--- config.mk ---
export PLATFORM = sky130hd
export DESIGN_NAME = instr_encoder
export DESIGN_NICKNAME = d
export VERILOG_FILES = /design/src/rtl/isa_pkg.sv /design/src/rtl/instr_pack.sv /design/src/rtl/instr_encoder.sv
export SDC_FILE = /design/constraint.sdc
export NUM_CORES = 1
export LEC_CHECK = 0
export ABC_AREA = 1
export ABC_CLOCK_PERIOD_IN_PS = 1240
export CAP_MARGIN = 25
export CORE_UTILIZATION = 45
export DETAILED_ROUTE_END_ITERATION = 7
export HOLD_SLACK_MARGIN = 0.12
export PLACE_DENSITY = 0.72
export SLEW_MARGIN = 5
export SYNTH_ARGS = -nofsm -noshare
export SYNTH_HDL_FRONTEND = slang
export SYNTH_SLANG_ARGS = --single-unit
export TNS_END_PERCENT = 5
--- constraint.sdc ---
create_clock -name clk -period 1.24 [get_ports clk]
set_input_delay 0.248 -clock clk [delete_from_list [all_inputs] [get_ports clk]]
set_output_delay 0.248 -clock clk [all_outputs]
set_load 0.03 [all_outputs]
--- src/rtl/isa_pkg.sv ---
// Shared ISA definitions: opcodes, instruction field positions and the
// entry-encoder state encoding. Imported by both encoder and decoder so the
// word layout lives in exactly one place.
package isa_pkg;

    localparam int unsigned INSTR_W = 16;
    localparam int unsigned FIELD_W = 4;
    localparam int unsigned IMM_W   = 8;
    localparam int unsigned STEP_W  = 2;

    // Opcodes
    localparam logic [FIELD_W-1:0] OP_NOP    = 4'h0;
    localparam logic [FIELD_W-1:0] LD_OPCODE = 4'h1;
    localparam logic [FIELD_W-1:0] OP_ADD    = 4'h2;
    localparam logic [FIELD_W-1:0] OP_SUB    = 4'h3;

    // Field bit positions
    localparam int unsigned OP_MSB     = 15;
    localparam int unsigned OP_LSB     = 12;
    localparam int unsigned RD_IMM_MSB = 11;
    localparam int unsigned RD_IMM_LSB = 8;
    localparam int unsigned RD_REG_MSB = 7;
    localparam int unsigned RD_REG_LSB = 4;
    localparam int unsigned RS_MSB     = 3;
    localparam int unsigned RS_LSB     = 0;
    localparam int unsigned IMM_MSB    = 7;
    localparam int unsigned IMM_LSB    = 0;

    // Encoder entry states; values 0..3 are shown directly on the LEDs
    typedef enum logic [2:0] {
        S_OP   = 3'd0,
        S_RD   = 3'd1,
        S_SRC  = 3'd2,
        S_SEND = 3'd3,
        S_FULL = 3'd4
    } enc_state_t;

    // LED step code: the full state shares code 3 with S_SEND
    function automatic logic [STEP_W-1:0] step_of(input enc_state_t s);
        return (s == S_FULL) ? 2'd3 : s[STEP_W-1:0];
    endfunction

endpackage

--- src/rtl/instr_pack.sv ---
// Combinational instruction packer: {op, rd, rs, imm} -> 16-bit word.
// Immediate format {op, rd, imm} when op is the load opcode, otherwise
// register format {op, 4'h0, rd, rs}.
//   op, rd, rs : 4-bit fields
//   imm        : 8-bit immediate
//   word_c     : packed instruction (combinational)
module instr_pack #(
    parameter logic [3:0] LD_OPCODE = isa_pkg::LD_OPCODE
) (
    input  logic [3:0]  op,
    input  logic [3:0]  rd,
    input  logic [3:0]  rs,
    input  logic [7:0]  imm,
    output logic [15:0] word_c
);
    import isa_pkg::*;

    // Place fields; unused bits of the register format stay zero
    always_comb begin
        word_c = '0;
        word_c[OP_MSB:OP_LSB] = op;
        if (op == LD_OPCODE) begin
            word_c[RD_IMM_MSB:RD_IMM_LSB] = rd;
            word_c[IMM_MSB:IMM_LSB]       = imm;
        end else begin
            word_c[RD_REG_MSB:RD_REG_LSB] = rd;
            word_c[RS_MSB:RS_LSB]         = rs;
        end
    end

endmodule

--- src/rtl/instr_encoder.sv ---
// Instruction-entry encoder: builds instruction words from switches over
// three enter presses and hands each to instruction memory via valid/ready.
//   clk, rst_n     : clock, async active-low reset
//   sw             : switch value captured on enter
//   enter, clear   : single-cycle pulses (clear has priority)
//   instr_out      : assembled word
//   instr_valid    : instr_out/wr_addr valid for write
//   instr_ready    : memory accepts word this cycle
//   wr_addr        : target address
//   mem_full       : last address written, entry blocked until clear
//   step           : LED state code
module instr_encoder #(
    parameter int unsigned ADDR_W    = 4,
    parameter logic [3:0]  LD_OPCODE = isa_pkg::LD_OPCODE
) (
    input  logic              clk,
    input  logic              rst_n,
    input  logic [7:0]        sw,
    input  logic              enter,
    input  logic              clear,
    output logic [15:0]       instr_out,
    output logic              instr_valid,
    input  logic              instr_ready,
    output logic [ADDR_W-1:0] wr_addr,
    output logic              mem_full,
    output logic [1:0]        step
);
    import isa_pkg::*;

    enc_state_t        state_q, state_d;
    logic [3:0]        op_q, op_d, rd_q, rd_d, rs_q, rs_d;
    logic [7:0]        imm_q, imm_d;
    logic [15:0]       instr_d, word_c;
    logic              valid_d, full_d;
    logic [ADDR_W-1:0] addr_d;
    logic [1:0]        step_d;

    // Word is packed from the values being latched this cycle
    instr_pack #(.LD_OPCODE(LD_OPCODE)) u_pack (
        .op     (op_q),
        .rd     (rd_q),
        .rs     (rs_d),
        .imm    (imm_d),
        .word_c (word_c)
    );

    // State register
    always_ff @(posedge clk or negedge rst_n) begin
        if (!rst_n) state_q <= S_OP;
        else        state_q <= state_d;
    end

    // Next-state and next-output logic
    always_comb begin
        state_d = state_q;
        op_d    = op_q;
        rd_d    = rd_q;
        rs_d    = rs_q;
        imm_d   = imm_q;
        instr_d = instr_out;
        valid_d = 1'b0;
        addr_d  = wr_addr;
        full_d  = mem_full;
        unique case (state_q)
            S_OP, S_RD, S_SRC: begin
                if (clear) begin
                    state_d = S_OP;
                    op_d    = '0;
                    rd_d    = '0;
                    rs_d    = '0;
                    imm_d   = '0;
                end else if (enter) begin
                    if (state_q == S_OP) begin
                        op_d    = sw[3:0];
                        state_d = S_RD;
                    end else if (state_q == S_RD) begin
                        rd_d    = sw[3:0];
                        state_d = S_SRC;
                    end else begin
                        if (op_q == LD_OPCODE) imm_d = sw;
                        else                   rs_d  = sw[3:0];
                        instr_d = word_c;
                        valid_d = 1'b1;
                        state_d = S_SEND;
                    end
                end
            end
            S_SEND: begin
                // Valid is held until accepted; clear and enter are ignored
                valid_d = 1'b1;
                if (instr_ready) begin
                    valid_d = 1'b0;
                    if (wr_addr == '1) begin
                        full_d  = 1'b1;
                        state_d = S_FULL;
                    end else begin
                        addr_d  = wr_addr + ADDR_W'(1);
                        state_d = S_OP;
                    end
                end
            end
            S_FULL: begin
                if (clear) begin
                    addr_d  = '0;
                    full_d  = 1'b0;
                    state_d = S_OP;
                end
            end
            default: state_d = S_OP;
        endcase
        step_d = step_of(state_d);
    end

    // Registered datapath and outputs
    always_ff @(posedge clk or negedge rst_n) begin
        if (!rst_n) begin
            op_q        <= '0;
            rd_q        <= '0;
            rs_q        <= '0;
            imm_q       <= '0;
            instr_out   <= '0;
            instr_valid <= 1'b0;
            wr_addr     <= '0;
            mem_full    <= 1'b0;
            step        <= '0;
        end else begin
            op_q        <= op_d;
            rd_q        <= rd_d;
            rs_q        <= rs_d;
            imm_q       <= imm_d;
            instr_out   <= instr_d;
            instr_valid <= valid_d;
            wr_addr     <= addr_d;
            mem_full    <= full_d;
            step        <= step_d;
        end
    end

endmodule

==> impl_metrics.yaml <==
timing:
  tightest_slew_ns: 0.3238
  rsz0062_at_grt: "true"
  finalSetupViolations: 40
  setup_slack_ns: -0.1753
  slew_viol_final: 0
  min_period_over_period_pct: 114.1
  period_minus_slack_ns: 1.415
  fmax_mhz: 706.6
  hold_viol: 0
  slew_headroom_pct: 78.41
  clock_skew_ns: 0.004972
final_layout:
  nFillCells: 344
  antennaDiodeCount: 0
  fin_nets: 352
  fin_util_pct: 70.92
  drive_above_1_share_pct: 36.28
  syn2layout_area_growth_pct: 47.48
logic_synthesis:
  syn-num-nets: 269
  syn_avg_cell_area_sq_um: 8.381
  ys_seq_area_share_pct: 55.04
  synth_cells: 255
  ys_warn_count: 0
  yosysUniqueCellTypes: 24
  synth_seq_cells: 47
  syn-cell-area_sq_um: 2137
floorplanning:
  fp.dieW_microns: 70.91
  io_pins: 37
  die_h_microns: 70.91
  die_area_sq_um: 5028
  start_util_pct: 48.09
  num_rows: 24
  coreArea_sq_um: 4444
routing:
  drc: 2
  first_pass_iters: 8
  routed_wirelength_mm: 5.135
  wl_per_cell_microns: 13.13
  vias: 1946
  drt_iter0_drc: 79
  ant_nets: 0
  viasPerCell: 4.977
pwr:
  fin_total_pwr_mw: 4.430
  leakagePower_nw: 1.655
  netSwitchingFraction_pct: 32.47
  combinationalPowerShare_pct: 30.4
  switchingPower_mw: 1.438
  peakVddDrop_v: 0.0008966
  p_per_area_nw_per_um2: 1405
  power_frac_seq_pct: 42.7
  clkPwrFrac_pct: 26.9
  power.internal_mw: 2.991
worst_setup_path:
  start_kind: "flip-flop"
  cp-startpoint: "state_q[0]"
  crit_path_max_incr_delay_ns: 0.40
  cp_cell_sequence: "buf_4 -> nor3_2 -> buf_4 -> nand2_1 -> nand2_2 -> nor2_4 -> nand3_1 -> nand2_1"
  r2r-end: "wr_addr[2]"
  criticalPathCategory: "flip-flop to flip-flop"
  r2r_cells: 8
  path_max_fanout: 5
  cp.arrival_ns: 1.61
  crit_path_end_kind: "flip-flop"
  critPathSlowestCell: "dfrtp_1"
  reg2reg_from: "state_q[0]"
  cp.required_ns: 1.43
  r2r_slack_ns: -0.18
clock_tree:
  root_buffer: "clkbuf_8"
  cts.sink_count: 47
  ctsLongestPathBuffers: 2
  path_clk_slew_ns: 0.09
  cts_tree: "built"
  htreeDepth: 2
  cts_buffers: 5
  insertion_delay_ns: 0.30
job:
  maxCapViolCount: 0
global_route:
  grt_pass1_wl_mm: 8.549
  antenna_found_initial: 0
  grt_pass1_vias: 1887
  grt_overflow: 0
  grt_max_degree: 37
  grt.total_usage_pct: 21.98
placed_design:
  hpwl_mm: 3.521
  place_ws_ns: -0.5709
  port_buffers: 36
  place_congestion: 0.8166
outcome:
  status: "complete, but fails checks"
  violations: "DRC, setup timing"
min_path:
  hold_path_class: "primary input to async pin"
logic make-up (layout without fill, tap and decap cells):
family | Yosys count | after routing | synth area share, %
buffers and inverters | 29 | 113 | 5.269
adder cells (fa/ha/maj) | 1 | 1 | 0.5854
XOR/XNOR | 2 | 2 | 0.8198
AO/OA/AOI/OAI | 35 | 35 | 8.314
AND/OR/NAND/NOR | 141 | 141 | 29.98
flip-flops | 47 | 47 | 55.04
cells in the final DEF (no fill, tap or decap), types with 2 or more instances in the layout:
cell	count
nand3_2	3
nand2_2	21
inv_2	4
nand3_1	14
inv_1	20
and3_1	3
buf_12	2
a21oi_2	2
o21ai_0	11
clkbuf_8	6
buf_4	50
dfrtp_1	45
o21ai_1	13
nand3b_1	3
nand2_1	64
clkdlybuf4s50_1	11
a21oi_1	8
buf_6	14
nor2_4	3
nand4_1	3
and2_1	7
nor2_1	9
nand2_4	5
dfrtp_2	2
nor2_2	2
xor2_1	2
cells in the mapped netlist:
| library cell | number | area (sq um) |
|---|---|---|
| inv_1 | 24 | 90.09 |
| or2_2 | 1 | 6.260 |
| nand3_1 | 16 | 80.08 |
| ha_1 | 1 | 12.51 |
| nor3_1 | 1 | 5.000 |
| nand2_1 | 84 | 315.3 |
| nand2_2 | 7 | 43.79 |
| or2_0 | 1 | 6.260 |
| xor2_1 | 2 | 17.52 |
| nor2_4 | 2 | 22.52 |
| nand3_2 | 1 | 10.01 |
| nor2_1 | 11 | 41.29 |
| and3_1 | 3 | 18.77 |
| nand3b_1 | 3 | 22.52 |
| clkinv_1 | 2 | 7.510 |
| nor2_2 | 1 | 6.260 |
| a21oi_1 | 10 | 50.05 |
| o21ai_1 | 1 | 5.000 |
| a21boi_1 | 1 | 7.510 |
| o21ai_0 | 23 | 115.1 |
| and2_1 | 7 | 43.79 |
| buf_2 | 3 | 15.01 |
| nand4_1 | 3 | 18.77 |
| dfrtp_1 | 47 | 1176 |
through the flow:
step	TNS, ns	cells	area [sq um]	hold WS, ns
5_1_grt	-6.997	391	3152	0.3987
4_1_cts	-2.074	389	3065	0.3719
3_5_place_dp	-17.42	375	2793	0.1664
2_1_floorplan	-0.6361	255	2160	-0.04759
6_report	-3.496	391	3152	0.3604
3_3_place_gp	-16.55	375	2793	0.1584
what timing repair did:
item	CTS	global route
pin swaps	7	7
endpoints found under the setup margin	46	49
hold buffers	1	0
endpoints found under the hold margin	11	0
setup buffers	5	2
resized for setup	40	28
gates cloned	0	0
metal layers:
metal | vias up | global-route usage, % | wire [microns]
met4 | 0 | 6.667 | 68
met5 | - | 0 | 0
met3 | 6 | 4.558 | 180
li1 | 987 | - | -
met1 | 914 | 28.88 | 2372
met2 | 39 | 36.86 | 2513
sequential cells by signal, indices dropped and copies added, names as in the netlist, 2 cells and up:
name	count
rs_q	4
op_q	4
instr_out	16
imm_q	8
state_q	3
wr_addr	4
step	2
rd_q	4
power by group through the flow:
stage / clock network [mW] / logic, mW / registers [mW]
3_3_place_gp: 0 / 1.18 / 1.90
2_1_floorplan: 0 / 0.343 / 2.20
6_report: 1.19 / 1.34 / 1.89
3_5_place_dp: 0 / 1.22 / 1.90
4_1_cts: 1.22 / 1.30 / 1.88
5_1_grt: 1.28 / 1.46 / 1.91
layout make-up:
cell class	count	area, sq um	area share (%)
sequential	47	1179	37.40
inverter	26	103.9	3.295
multi-input combinational	179	984.7	31.24
clock inverter	2	38.79	1.231
clock buffer	6	82.58	2.620
tap	52	65.06	2.064
timing repair buffer	79	698.2	22.15
how the worst max path moves through the flow:
| stage | end | cells after the start | slack (ns) |
|---|---|---|---|
| finish | wr_addr[2] | 8 | -0.18 |
| global route | wr_addr[3] | 8 | -0.27 |
| CTS | wr_addr[0] | 7 | -0.12 |
| detailed placement | instr_out[6] | 8 | -0.57 |
| global placement | instr_out[7] | 8 | -0.51 |
| floorplan | step[1] | 6 | -0.08 |
critical path, delay by kind of cell (launching register included):
kind          cells  cell delay, ns
simple gates      6            0.59
buf+inv           2            0.32
flops             1            0.40
(Power assumes the default switching activity.)
